`config.mk`:
```
export PLATFORM = sky130hd
export DESIGN_NAME = fcvt_wb_stage
export DESIGN_NICKNAME = d
export VERILOG_FILES = /design/src/rtl/fcvt_wb_stage.sv
export SDC_FILE = /design/constraint.sdc
export NUM_CORES = 1
export LEC_CHECK = 0
export BUFFER_PORTS_ARGS = -buffer_cell sky130_fd_sc_hd__buf_2
export CORE_MARGIN = 10
export CORE_UTILIZATION = 48
export DETAILED_ROUTE_END_ITERATION = 6
export HOLD_SLACK_MARGIN = 0.05
export PLACE_DENSITY = 0.83
export REMOVE_ABC_BUFFERS = 1
export SYNTH_ARGS = -nofsm -noshare
export SYNTH_HDL_FRONTEND = slang
export SYNTH_SLANG_ARGS = --single-unit
```
`constraint.sdc`:
```
create_clock -name clk -period 5.1 [get_ports clk]
set_input_delay 0.765 -clock clk [delete_from_list [all_inputs] [get_ports clk]]
set_output_delay 0.765 -clock clk [all_outputs]
set_load 0.05 [all_outputs]
```
`src/rtl/fcvt_wb_stage.sv`:
```
// ---------------------------------------------------------------------------
// fcvt_wb_stage
//
// Writeback skid stage for the float-to-int converter. It holds a 2-entry
// FIFO of {integer result, destination tag, fflags}. When the flags feature
// is built in, it derives the IEEE exception flags from the original float
// operand at push time. It also keeps a sticky accumulator of the flags that
// have retired through the output handshake.
//
// Build option:
//   FCVT_WB_FLAGS_EN - when defined, the stage computes, stores and
//                      accumulates flags. When undefined, out_flags and
//                      fflags_acc are tied to zero and clear_flags is
//                      ignored.
//
// Parameters:
//   BUS_WIDTH - datapath width; 64 selects double format, 32 selects single.
//   RD_WIDTH  - destination-register tag width.
//
// Ports:
//   clk         in   clock, rising edge
//   rst_n       in   synchronous active-low reset
//   in_valid    in   converter result valid
//   in_ready    out  stage can accept an entry (registered occupancy only)
//   in_src      in   original IEEE-754 operand
//   in_int      in   converted signed integer, passed through unmodified
//   in_rd       in   destination register tag
//   out_valid   out  head entry valid
//   out_ready   in   writeback accepts the head entry
//   out_int     out  head entry integer
//   out_rd      out  head entry tag
//   out_flags   out  head entry fflags {NV,DZ,OF,UF,NX}
//   clear_flags in   clear the sticky accumulator (wins over a same-cycle pop)
//   fflags_acc  out  sticky OR of retired flags
// ---------------------------------------------------------------------------
module fcvt_wb_stage #(
    parameter int BUS_WIDTH = 64,
    parameter int RD_WIDTH  = 5
) (
    input  logic                 clk,
    input  logic                 rst_n,
    input  logic                 in_valid,
    output logic                 in_ready,
    input  logic [BUS_WIDTH-1:0] in_src,
    input  logic [BUS_WIDTH-1:0] in_int,
    input  logic [RD_WIDTH-1:0]  in_rd,
    output logic                 out_valid,
    input  logic                 out_ready,
    output logic [BUS_WIDTH-1:0] out_int,
    output logic [RD_WIDTH-1:0]  out_rd,
    output logic [4:0]           out_flags,
    input  logic                 clear_flags,
    output logic [4:0]           fflags_acc
);

    logic [1:0] count_q, count_d;
    logic       wr_ptr_q;
    logic       rd_ptr_q;
    logic       push;
    logic       pop;

    logic [BUS_WIDTH-1:0] int_mem_q [2];
    logic [RD_WIDTH-1:0]  rd_mem_q  [2];

    // Ready depends only on registered occupancy, so out_ready never
    // reaches in_ready combinationally.
    assign in_ready  = (count_q < 2'd2);
    assign out_valid = (count_q != 2'd0);
    assign push      = in_valid & in_ready;
    assign pop       = out_valid & out_ready;

    always_comb begin
        count_d = count_q;
        case ({push, pop})
            2'b10:   count_d = count_q + 2'd1;
            2'b01:   count_d = count_q - 2'd1;
            default: count_d = count_q;
        endcase
    end

    always_ff @(posedge clk) begin
        if (!rst_n) begin
            count_q  <= 2'd0;
            wr_ptr_q <= 1'b0;
            rd_ptr_q <= 1'b0;
        end else begin
            count_q <= count_d;
            if (push) wr_ptr_q <= ~wr_ptr_q;
            if (pop)  rd_ptr_q <= ~rd_ptr_q;
        end
    end

    // Storage is not reset; contents are meaningless while out_valid is low.
    always_ff @(posedge clk) begin
        if (push) begin
            int_mem_q[wr_ptr_q] <= in_int;
            rd_mem_q[wr_ptr_q]  <= in_rd;
        end
    end

    assign out_int = int_mem_q[rd_ptr_q];
    assign out_rd  = rd_mem_q[rd_ptr_q];

`ifdef FCVT_WB_FLAGS_EN
    localparam int EW   = (BUS_WIDTH == 64) ? 11 : 8;
    localparam int MS   = (BUS_WIDTH == 64) ? 52 : 23;
    localparam int BIAS = (BUS_WIDTH == 64) ? 1023 : 127;

    localparam logic signed [EW+1:0] BIAS_S   = (EW+2)'(BIAS);
    localparam logic signed [EW+1:0] MS_S     = (EW+2)'(MS);
    localparam logic signed [EW+1:0] NV_LIM_S = (EW+2)'(BUS_WIDTH - 1);
    // The only in-range value with e >= BUS_WIDTH-1 is exactly -2^(BUS_WIDTH-1).
    localparam logic [EW-1:0]        MIN_EXP  = EW'(BIAS + BUS_WIDTH - 1);
    localparam logic [BUS_WIDTH-1:0] MIN_INT_F = {1'b1, MIN_EXP, {MS{1'b0}}};

    function automatic logic [4:0] calc_flags(input logic [BUS_WIDTH-1:0] src);
        logic [EW-1:0]          ex;
        logic [MS-1:0]          man;
        logic [MS-1:0]          frac_mask;
        logic signed [EW+1:0]   e;
        logic                   nv;
        logic                   nx;
        ex  = src[BUS_WIDTH-2 -: EW];
        man = src[MS-1:0];
        e   = $signed({2'b00, ex}) - BIAS_S;
        nv  = (&ex) || ((e >= NV_LIM_S) && (src != MIN_INT_F));
        // For 0 <= e < MS the low (MS-e) mantissa bits are the fraction.
        frac_mask = {MS{1'b1}} >> e[EW-1:0];
        nx  = !nv && (src[BUS_WIDTH-2:0] != '0) &&
              (e[EW+1] || ((e < MS_S) && (|(man & frac_mask))));
        return {nv, 3'b000, nx};
    endfunction

    logic [4:0] flg_mem_q [2];
    logic [4:0] acc_q;

    always_ff @(posedge clk) begin
        if (push) flg_mem_q[wr_ptr_q] <= calc_flags(in_src);
    end

    assign out_flags = flg_mem_q[rd_ptr_q];

    always_ff @(posedge clk) begin
        if (!rst_n) begin
            acc_q <= 5'b0;
        end else if (clear_flags) begin
            acc_q <= 5'b0;
        end else if (pop) begin
            acc_q <= acc_q | out_flags;
        end
    end

    assign fflags_acc = acc_q;
`else
    logic unused_flag_inputs;
    assign unused_flag_inputs = ^{in_src, clear_flags};
    assign out_flags  = 5'b0;
    assign fflags_acc = 5'b0;
`endif

endmodule

```
==> flow_metrics.py <==
metrics = {
    "status": {
        "status": "complete, no violations",
    },
    "logic_synthesis": {
        "syn_area_sq_um": 5280,
        "ys_seq_area_frac": 0.804,
        "synth_cells": 249,
        "synth.distinct_cells": 20,
        "ys_ff_latch": 143,
        "syn_area_per_cell_sq_um": 21.2,
        "yosys_warnings": 0,
    },
    "place": {
        "dpl.hpwl_mm": 7.13,
        "io_buffers": 143,
        "gp_congestion": 0.716,
        "placed_cells": 525,
    },
    "critical_path": {
        "path_buf_inv": 1,
        "reg2reg_slack_ps": 3130,
        "cpMaxStageDelayCell": "dfxtp_4",
        "crit_required_ps": 4340,
        "critPathTopFamily": "flip-flops",
        "path_max_fanout": 69,
        "slowest_delay_ps": 950,
        "start_kind": "flip-flop",
        "worstRegToRegCells": 3,
        "regToRegStartpoint": "count_q[1]",
        "critPathKind": "flip-flop to primary output",
        "r2r_end": "int_mem_q[0][43]",
        "setup.worst_path.end_class": "primary output",
        "worstPathArrival_ps": 2140,
        "crit_chain": "mux2_2 -> buf_2",
    },
    "sta": {
        "hold_viol_final": 0,
        "rsz0062_at_grt": "false",
        "slew_violations": 0,
        "finalSetupTns_ps": 0,
        "fmax_mhz": 344,
        "min_period_over_period": 0.570,
        "tightest_slew_ps": 984,
        "clock_skew_ps": 6.86,
        "slew_headroom": 0.344,
        "setup_violations": 0,
        "min_period_ps": 2910,
    },
    "clocking": {
        "cts-resized-gates": 0,
        "cts_hold_buf": 0,
        "clk_pin_slew_worst_paths_ps": 60,
        "postCtsSetupBuffers": 0,
        "numCtsBuffers": 17,
        "htreeDepth": 4,
        "clk-insertion-delay-late_ps": 510,
        "cts_buffer_depth": 2,
        "root_buffer": "clkbuf_8",
        "cts_tree": "yes",
        "cts_sinks": 143,
    },
    "min_path": {
        "hold_class": "primary input to flip-flop",
        "min-delay-start": "in_int[10]",
        "hold_path_end": "int_mem_q[0][10]",
        "hold_path_depth": 1,
    },
    "job": {
        "cap_violations": 0,
    },
    "global_routing": {
        "antenna_found_initial": 0,
        "grt_pass1_vias": 2989,
        "grtUsageTotal": 0.135,
        "gr-total-overflow": 0,
        "grt_pass1_wl_mm": 16.2,
        "grt_max_degree": 70,
    },
    "final_layout": {
        "finalNonFillerCells": 557,
        "final_layout_size_suffix_gt1_frac": 0.590,
        "final_cell_mix": "buf_2, edfxtp_1, mux2_2",
        "finalNetCount": 543,
        "final_common_cell": "buf_2",
        "diodes": 0,
        "areaGrowthSynthToFinish_pct": 27.3,
    },
    "power": {
        "vdd_drop_max_mv": 0.558,
        "p_per_area_nw_per_um2": 638,
        "power_frac_comb": 0.326,
        "switchingPower_uw": 1570,
        "power_leakage_uw": 0.00253,
        "p_clk_frac": 0.294,
        "swShare": 0.367,
        "intPower_uw": 2720,
        "power.total_uw": 4290,
        "p_seq_frac": 0.379,
    },
    "route": {
        "drcViolationCount": 0,
        "drt.antenna.violating_nets": 0,
        "routed_wl_mm": 10.5,
        "dr.pass1.iters": 5,
        "drtIter0Drc": 141,
        "post_drt_wl_per_cell_microns": 18.9,
        "dr_total_vias": 2706,
        "via_per_inst": 4.86,
    },
    "die": {
        "rows": 38,
        "io_pins": 219,
        "die_w_microns": 125,
        "core_area_sq_um": 10800,
        "fp.dieH_microns": 125,
        "initial_core_util": 0.489,
        "die_area_sq_um": 15600,
    },
}
==> logic make-up after synthesis <==
group	synth area share
and+or+nand+nor	0.0102
DFF	0.804
AOI/OAI and AO/OA	0.00522
xor gates and xnor gates	0.00498
muxes	0.147
buffers and inverters	0.0249
other	0.000711
adders and majority gates	0.00237
==> state kept, by name, summed over array words and instances, names as in the netlist, named ones only <==
| signal | flops |
|---|---|
| wr_ptr_q | 1 |
| count_q | 2 |
| rd_ptr_q | 1 |
| rd_mem_q | 10 |
| int_mem_q | 128 |
==> per-layer routing <==
layer | vias up | share of wire | GRT usage
met5 | - | 0 | 0
met4 | 0 | 0.016 | 0.0562
met3 | 14 | 0.080 | 0.0613
met2 | 105 | 0.53 | 0.235
met1 | 1325 | 0.37 | 0.136
li1 | 1262 | - | -
==> synth_stat cells <==
master,n,share of area
a21boi_1,1,0.0014
and2_1,2,0.0024
and3_1,1,0.0012
buf_2,6,0.0057
buf_4,10,0.014
buf_6,2,0.0043
conb_1,1,0.00071
dfxtp_1,5,0.019
edfxtp_1,138,0.79
ha_1,1,0.0024
inv_1,1,0.00071
mux2_2,69,0.15
nand2b_1,1,0.0012
nor2_1,1,0.00071
nor2b_1,2,0.0024
o21a_1,2,0.0028
o21ai_0,1,0.00095
or2_2,1,0.0012
or3_1,1,0.0012
xnor2_1,3,0.0050
==> power groups by stage <==
| stage | Clock (uW) | Combinational (uW) | Sequential (uW) |
|---|---|---|---|
| after floorplan | 0 | 1120 | 1620 |
| after global placement | 0 | 1400 | 1640 |
| after detailed placement | 0 | 1420 | 1660 |
| after CTS | 1290 | 1420 | 1640 |
| after global routing | 1340 | 1470 | 1650 |
| final | 1260 | 1400 | 1630 |
==> final cells by class <==
cell class	count	area, sq um
inverter	1	3.75
clock inverter	9	158
tap	140	175
fill	806	4070
multi-input combinational	96	947
sequential	143	4250
clock buffer	23	457
timing repair buffer	145	731
==> stage by stage <==
stage	hold slack (ps)	util	area [sq um]	setup slack, ps
floorplan	486	-	5180	842
finish	440	0.623	6720	2190
CTS	408	0.623	6720	2130
detailed placement	527	0.566	6100	2680
global placement	501	0.566	6100	2720
global route	410	0.623	6720	2070
==> worst max path at each step <==
stage,to,depth (start not counted)
finish,out_int[11],2
global route,out_int[15],2
CTS,out_int[11],2
detailed placement,int_mem_q[0][22],4
global placement,out_int[20],2
floorplan,int_mem_q[0][0],2
==> worst register-to-register path, stage by stage, from the launching register on <==
cell and delay, ps:
dfxtp_1 350, nand2b_1 230, nor2_4 510, buf_4 520
Note: power is estimated with default switching activity, not from simulation.
